`config.mk`:
```
export PLATFORM = sky130hd
export DESIGN_NAME = operator_sequencer
export DESIGN_NICKNAME = d
export VERILOG_FILES = /design/src/rtl/operator_sequencer.sv
export SDC_FILE = /design/constraint.sdc
export NUM_CORES = 1
export LEC_CHECK = 0
export BUFFER_PORTS_ARGS = -buffer_cell sky130_fd_sc_hd__buf_2
export CORE_MARGIN = 2
export CORE_UTILIZATION = 30
export DETAILED_ROUTE_END_ITERATION = 12
export GPL_TIMING_DRIVEN = 0
export PLACE_DENSITY = 0.51
export SLEW_MARGIN = 0
export SYNTH_ARGS = -nofsm -noshare
export SYNTH_HDL_FRONTEND = slang
export SYNTH_SLANG_ARGS = --single-unit
```
`constraint.sdc`:
```
create_clock -name i_Clock -period 4.2 [get_ports i_Clock]
set_clock_uncertainty 0.1 [all_clocks]
set_input_delay 0.42 -clock i_Clock [delete_from_list [all_inputs] [get_ports i_Clock]]
set_output_delay 0.42 -clock i_Clock [all_outputs]
set_load 0.01 [all_outputs]
```
`src/rtl/operator_sequencer.sv`:
```
// Operator sequencer: sweeps voice-operator IDs once per frame, then opens a
// short gap in which queued configuration commands are committed.
module operator_sequencer #(
  parameter int NUM_VOICE_OPERATORS = 256,
  parameter int GAP_CYCLES          = 8,
  parameter int CMD_FIFO_DEPTH      = 4
) (
  input  logic        i_Clock,
  input  logic        i_Reset_n,
  input  logic        i_Enable,
  input  logic        i_CmdValid,
  output logic        o_CmdReady,
  input  logic [1:0]  i_CmdType,
  input  logic [7:0]  i_CmdAddr,
  input  logic [15:0] i_CmdData,
  output logic [7:0]  o_VoiceOperator,
  output logic        o_OperatorValid,
  output logic        o_FrameStart,
  output logic        o_FrameDone,
  output logic        o_PhaseStepConfigWriteEnable,
  output logic [1:0]  o_NoteOnConfigWriteEnable,
  output logic [7:0]  o_ConfigWriteAddr,
  output logic [15:0] o_ConfigWriteData
);

  localparam int OP_W  = $clog2(NUM_VOICE_OPERATORS);
  localparam int GAP_W = (GAP_CYCLES > 1) ? $clog2(GAP_CYCLES) : 1;
  localparam int PTR_W = (CMD_FIFO_DEPTH > 1) ? $clog2(CMD_FIFO_DEPTH) : 1;
  localparam int CNT_W = $clog2(CMD_FIFO_DEPTH + 1);

  localparam logic [OP_W-1:0]  LAST_OP  = OP_W'(NUM_VOICE_OPERATORS - 1);
  localparam logic [GAP_W-1:0] LAST_GAP = GAP_W'(GAP_CYCLES - 1);
  localparam logic [PTR_W-1:0] LAST_PTR = PTR_W'(CMD_FIFO_DEPTH - 1);
  localparam logic [CNT_W-1:0] FULL_CNT = CNT_W'(CMD_FIFO_DEPTH);

  typedef enum logic [1:0] {
    ST_IDLE  = 2'd0,
    ST_SWEEP = 2'd1,
    ST_GAP   = 2'd2
  } state_e;

  typedef struct packed {
    logic [1:0]  ctype;
    logic [7:0]  addr;
    logic [15:0] data;
  } cmd_t;

  state_e            state_q, state_d;
  logic [OP_W-1:0]   op_q, op_d;
  logic [GAP_W-1:0]  gap_q, gap_d;
  logic              valid_q, valid_d;
  logic              fstart_q, fstart_d;
  logic              fdone_q, fdone_d;

  cmd_t              mem_q [CMD_FIFO_DEPTH];
  cmd_t              mem_d [CMD_FIFO_DEPTH];
  logic [PTR_W-1:0]  wr_q, wr_d;
  logic [PTR_W-1:0]  rd_q, rd_d;
  logic [CNT_W-1:0]  cnt_q, cnt_d;
  logic              ready_q, ready_d;

  logic              ps_we_q, ps_we_d;
  logic [1:0]        note_we_q, note_we_d;
  logic [7:0]        waddr_q, waddr_d;
  logic [15:0]       wdata_q, wdata_d;

  logic              push_s;
  logic              pop_s;
  cmd_t              head_s;

  // Frame FSM: IDLE -> SWEEP (one ID per cycle) -> GAP (fixed length) -> SWEEP/IDLE
  always_comb begin
    state_d  = state_q;
    op_d     = op_q;
    gap_d    = gap_q;
    valid_d  = 1'b0;
    fstart_d = 1'b0;
    fdone_d  = 1'b0;
    case (state_q)
      ST_IDLE: begin
        if (i_Enable) begin
          state_d  = ST_SWEEP;
          op_d     = {OP_W{1'b0}};
          valid_d  = 1'b1;
          fstart_d = 1'b1;
        end else begin
          state_d  = ST_IDLE;
        end
      end
      ST_SWEEP: begin
        // Enable is not sampled here, so a started sweep always runs to the end.
        if (op_q == LAST_OP) begin
          state_d = ST_GAP;
          gap_d   = {GAP_W{1'b0}};
          fdone_d = 1'b1;
        end else begin
          op_d    = op_q + OP_W'(1);
          valid_d = 1'b1;
        end
      end
      ST_GAP: begin
        if (gap_q == LAST_GAP) begin
          if (i_Enable) begin
            state_d  = ST_SWEEP;
            op_d     = {OP_W{1'b0}};
            valid_d  = 1'b1;
            fstart_d = 1'b1;
          end else begin
            state_d  = ST_IDLE;
          end
        end else begin
          gap_d = gap_q + GAP_W'(1);
        end
      end
      default: begin
        state_d = ST_IDLE;
      end
    endcase
  end

  // Command FIFO bookkeeping and the config write strobes produced by a pop
  always_comb begin
    push_s    = i_CmdValid & ready_q;
    pop_s     = (state_q == ST_GAP) && (cnt_q != {CNT_W{1'b0}});
    head_s    = mem_q[rd_q];
    mem_d     = mem_q;
    wr_d      = wr_q;
    rd_d      = rd_q;
    cnt_d     = cnt_q;
    ps_we_d   = 1'b0;
    note_we_d = 2'b00;
    waddr_d   = 8'h00;
    wdata_d   = 16'h0000;

    if (push_s) begin
      mem_d[wr_q] = '{ctype: i_CmdType, addr: i_CmdAddr, data: i_CmdData};
      wr_d        = (wr_q == LAST_PTR) ? {PTR_W{1'b0}} : wr_q + PTR_W'(1);
    end else begin
      wr_d = wr_q;
    end

    if (pop_s) begin
      rd_d = (rd_q == LAST_PTR) ? {PTR_W{1'b0}} : rd_q + PTR_W'(1);
      case (head_s.ctype)
        2'd0: begin
          ps_we_d = 1'b1;
          waddr_d = head_s.addr;
          wdata_d = head_s.data;
        end
        2'd1: begin
          note_we_d = 2'b01;
          wdata_d   = head_s.data;
        end
        2'd2: begin
          note_we_d = 2'b10;
          wdata_d   = head_s.data;
        end
        default: begin
          note_we_d = 2'b00;
        end
      endcase
    end else begin
      rd_d = rd_q;
    end

    case ({push_s, pop_s})
      2'b10:   cnt_d = cnt_q + CNT_W'(1);
      2'b01:   cnt_d = cnt_q - CNT_W'(1);
      default: cnt_d = cnt_q;
    endcase

    // Ready follows the committed count only; a pop frees a slot one cycle later.
    ready_d = (cnt_d != FULL_CNT);
  end

  // State, FIFO and output registers
  always_ff @(posedge i_Clock or negedge i_Reset_n) begin
    if (!i_Reset_n) begin
      state_q   <= ST_IDLE;
      op_q      <= {OP_W{1'b0}};
      gap_q     <= {GAP_W{1'b0}};
      valid_q   <= 1'b0;
      fstart_q  <= 1'b0;
      fdone_q   <= 1'b0;
      for (int i = 0; i < CMD_FIFO_DEPTH; i++) begin
        mem_q[i] <= '{ctype: 2'd0, addr: 8'h00, data: 16'h0000};
      end
      wr_q      <= {PTR_W{1'b0}};
      rd_q      <= {PTR_W{1'b0}};
      cnt_q     <= {CNT_W{1'b0}};
      ready_q   <= 1'b0;
      ps_we_q   <= 1'b0;
      note_we_q <= 2'b00;
      waddr_q   <= 8'h00;
      wdata_q   <= 16'h0000;
    end else begin
      state_q   <= state_d;
      op_q      <= op_d;
      gap_q     <= gap_d;
      valid_q   <= valid_d;
      fstart_q  <= fstart_d;
      fdone_q   <= fdone_d;
      mem_q     <= mem_d;
      wr_q      <= wr_d;
      rd_q      <= rd_d;
      cnt_q     <= cnt_d;
      ready_q   <= ready_d;
      ps_we_q   <= ps_we_d;
      note_we_q <= note_we_d;
      waddr_q   <= waddr_d;
      wdata_q   <= wdata_d;
    end
  end

  assign o_CmdReady                   = ready_q;
  assign o_VoiceOperator              = 8'(op_q) & {8{valid_q}};
  assign o_OperatorValid              = valid_q;
  assign o_FrameStart                 = fstart_q;
  assign o_FrameDone                  = fdone_q;
  assign o_PhaseStepConfigWriteEnable = ps_we_q;
  assign o_NoteOnConfigWriteEnable    = note_we_q;
  assign o_ConfigWriteAddr            = waddr_q;
  assign o_ConfigWriteData            = wdata_q;

endmodule

```
==> flow_summary_export.csv <==
group,metric,value,unit
timing,setup_tns,0,ns
synthesis,ys_seq_elements,155,
timing,period_minus_slack,2.72,ns
flow_run,cap_violations,0,
floorplanning,die_w,152,um
global_route,overflow,0,
timing,setup_viol,0,
worst_setup_path,crit_fanout,10,
synthesis,synth_seq_area_share,59.1,%
floorplanning,die_h,152,um
timing,slew_headroom,47.4,%
synthesis,syn_nets,478,
synthesis,syn-cell-area,6560,um^2
timing,maxSlewViolCount,0,
synthesis,synth_area_leader_cell,"dfrtp_1",
drt,drtAntennaViolNets,0,
power_and_ir_drop,power.switching,1430,uW
synthesis,avgSynthCellArea,15.0,um^2
timing,rsz0062_at_grt,"false",
worst_setup_path,max_stage_delay,0.45,ns
synthesis,synthCells,438,
power_and_ir_drop,p_sw_share,27.4,%
power_and_ir_drop,p_leak,0.00360,uW
drt,drt-total-wl,14100,um
drt,post_drt_via_cell_ratio,4.68,
power_and_ir_drop,power_density,661,nW/um^2
clock_tree,numCtsBuffers,17,
timing,hold_violations,0,
floorplanning,num_rows,54,
worst_setup_path,critPathTopFamily,"adder cells",
clock_tree,cts.clk_slew.worst_paths,0.07,ns
synthesis,yosysWarnings,0,
clock_tree,clock_path_buffers,2,
worst_setup_path,r2r_cells,10,
final_layout,fin_nets,566,
power_and_ir_drop,pwr-share-clk,28.8,%
worst_setup_path,crit_chain,"nand2b_1 > nor2_1 > clkbuf_1 > ha_1 > inv_1 > fa_1 > xor2_1 > nor2_1 > xor2_1 > nand2_1",
drt,route.detailed.wl_per_inst,17.1,um
worst_setup_path,rrSetupSlack,1.48,ns
final_layout,final_layout_size_suffix_gt1_share,43.6,%
clock_tree,cts_tree,"yes",
worst_setup_path,critPathBufInv,2,
worst_setup_path,end_kind,"register",
place,port_buffers,67,
worst_setup_path,critical_path_class,"reg -> reg",
final_layout,stdcell_area,7870,um^2
drt,dr.first_iter.drc_count,142,
clock_tree,clock_latency,0.43,ns
floorplanning,dieArea,23100,um^2
global_route,grt_pass1_wl,23100,um
drt,drtPass1Iterations,4,
timing,tightest_slew,0.789,ns
worst_setup_path,worstReg2RegStart,"state_q[0]$_DFFE_PN0P_",
timing,period_share,64.8,%
worst_setup_path,worstSetupStartpointType,"register",
global_route,grt_pass1_vias,4264,
clock_tree,postCtsSetupRepairBufs,0,
place,placed_area,7280,um^2
worst_setup_path,crit_arrival,2.92,ns
power_and_ir_drop,p_int,3770,uW
worst_setup_path,setup.worst_path.start,"state_q[0]$_DFFE_PN0P_",
worst_hold_path,min_path_type,"in -> reg",
floorplanning,core-area,21600,um^2
worst_setup_path,crit_slowest_cell,"clkbuf_1",
place,hpwl,9260,um
synthesis,synthArstFlopShare,100,%
outcome,status,"finished, final reports clean",
worst_hold_path,hold_depth,2,
synthesis,ys.flop_type,"dfrtp_1",
synthesis,synth-edff-count,0,
power_and_ir_drop,vdd_drop_max,205,uV
place,gp_congestion,0.764,
clock_tree,clock_sinks,155,
power_and_ir_drop,seq_power_share,45.6,%
synthesis,synth_cell_type_count,35,
timing,fmax,368,MHz
drt,vias,3841,
clock_tree,cts-root-buf,"clkbuf_16",
final_layout,multi_input_area,2560,um^2
global_route,grt_max_degree,81,
synthesis,synthTopCellsByCount,"155 x dfrtp_1, 108 x mux2_2, 25 x mux4_2",
global_route,track_usage,12.9,%
synthesis,yosys-top-cells-area,"dfrtp_1 59%, mux2_2 19%, mux4_2 8.6%, and3_1 1.9%, ha_1 1.7%",
final_layout,seq_area,3880,um^2
worst_setup_path,worst_ep_required_time,4.40,ns
synthesis,yosys.area.top_type_share,59.1,%
power_and_ir_drop,combPwrFrac,25.5,%
floorplanning,start_util,30.4,%
final_layout,n_fill_cell,2120,
global_route,antenna_found_initial,2,
clock_tree,htree_levels,4,
worst_hold_path,min-delay-start,"i_CmdType[0]",
final_layout,area_growth,19.9,%
worst_setup_path,worst-path-stages,10,
drt,drc,0,
timing,layout_setup_ws,1.48,ns
synthesis,synth.most_common_cell,"dfrtp_1",
floorplanning,io_pins,69,
place,pre_cts_ws,1.45,ns
==> metal layers <==
layer / track usage (%) / share of wire, % / up-vias
met3: 3.96 / 3.6 / 14
met5: 0 / 0.092 / -
met4: 4.36 / 1.2 / 2
met2: 21.6 / 51 / 62
li1: - / - / 1758
met1: 16.0 / 44 / 2005
==> cells in the final DEF, fill, tap and decap left out, drive strengths merged, types with 5 or more instances in the layout <==
cell	instances
dfrtp	155
mux4	25
nand3	8
and3	20
mux2	108
nor2b	9
clkinvlp	6
nor3	5
clkbuf	38
buf	72
and2	8
nor2	12
inv	9
ha	9
o21ai	6
nand2b	6
nand2	13
==> state kept, by name, summed over array words and instances (netlist names) <==
| name | flops |
|---|---|
| o_CmdReady | 1 |
| o_FrameDone | 1 |
| o_PhaseStepConfigWriteEnable | 1 |
| o_ConfigWriteAddr | 8 |
| o_OperatorValid | 1 |
| rd_q | 2 |
| cnt_q | 3 |
| o_NoteOnConfigWriteEnable | 2 |
| o_ConfigWriteData | 16 |
| wr_q | 2 |
| o_FrameStart | 1 |
| mem_q | 104 |
| gap_q | 3 |
| op_q | 8 |
| state_q | 2 |
==> through the flow <==
step           total power (uW)  util [%]  cells  hold slack [ns]
3_5_place_dp               3760      33.7    786            0.387
5_1_grt                    5530      36.4    820            0.171
6_report                   5200      36.4    820            0.169
4_1_cts                    5270      36.4    819            0.153
2_1_floorplan              3360         -    438           0.0244
3_3_place_gp               3650      33.5    785            0.380
==> cell families after synthesis <==
family	after synthesis	share of synthesized area, %
buf+inv	29	1.83
compound gates	16	1.58
xor+xnor	3	0.400
fa+ha+maj	10	2.02
simple gates	89	7.49
flops	155	59.1
mux	136	27.6
==> final timing paths <==
kind,end
max,o_CmdReady$_DFF_PN0_
min,mem_q[24]$_DFFE_PN0P_
max reg2reg,o_CmdReady$_DFF_PN0_
min reg2reg,mem_q[49]$_DFFE_PN0P_
max in group asynchronous,mem_q[90]$_DFFE_PN0P_
min in group asynchronous,o_ConfigWriteData[3]$_DFF_PN0_
==> final cells by class <==
class | instances | area share, %
Timing Repair Buffer | 69 | 4.82
Tap cell | 280 | 4.45
Antenna cell | 1 | 0.0318
Clock inverter | 10 | 1.51
Clock buffer | 22 | 5.77
Buffer | 20 | 1.10
Inverter | 9 | 0.429
Multi-Input combinational cell | 254 | 32.6
Sequential cell | 155 | 49.3
==> power groups by stage <==
| stage | Combinational, uW | Sequential, uW | Clock, uW |
|---|---|---|---|
| 2_1_floorplan | 1060 | 2300 | 0 |
| 3_3_place_gp | 1290 | 2350 | 0 |
| 3_5_place_dp | 1360 | 2400 | 0 |
| 4_1_cts | 1360 | 2370 | 1540 |
| 5_1_grt | 1480 | 2450 | 1600 |
| 6_report | 1330 | 2370 | 1500 |
==> worst reg2reg max path, stage by stage (launching register included) <==
cell and delay (ns):
dfrtp_1 0.41, nand2b_1 0.21, nor2_1 0.15, clkbuf_1 0.45, ha_1 0.29, inv_1 0.06, fa_1 0.37, xor2_1 0.15
nor2_1 0.11, xor2_1 0.23, nand2_1 0.09
==> repair_timing <==
item,in CTS,in global routing
hold buffers,1,0
resized for setup,0,0
endpoints found under the hold margin,75,0
Power figures use the tool's default switching activity.
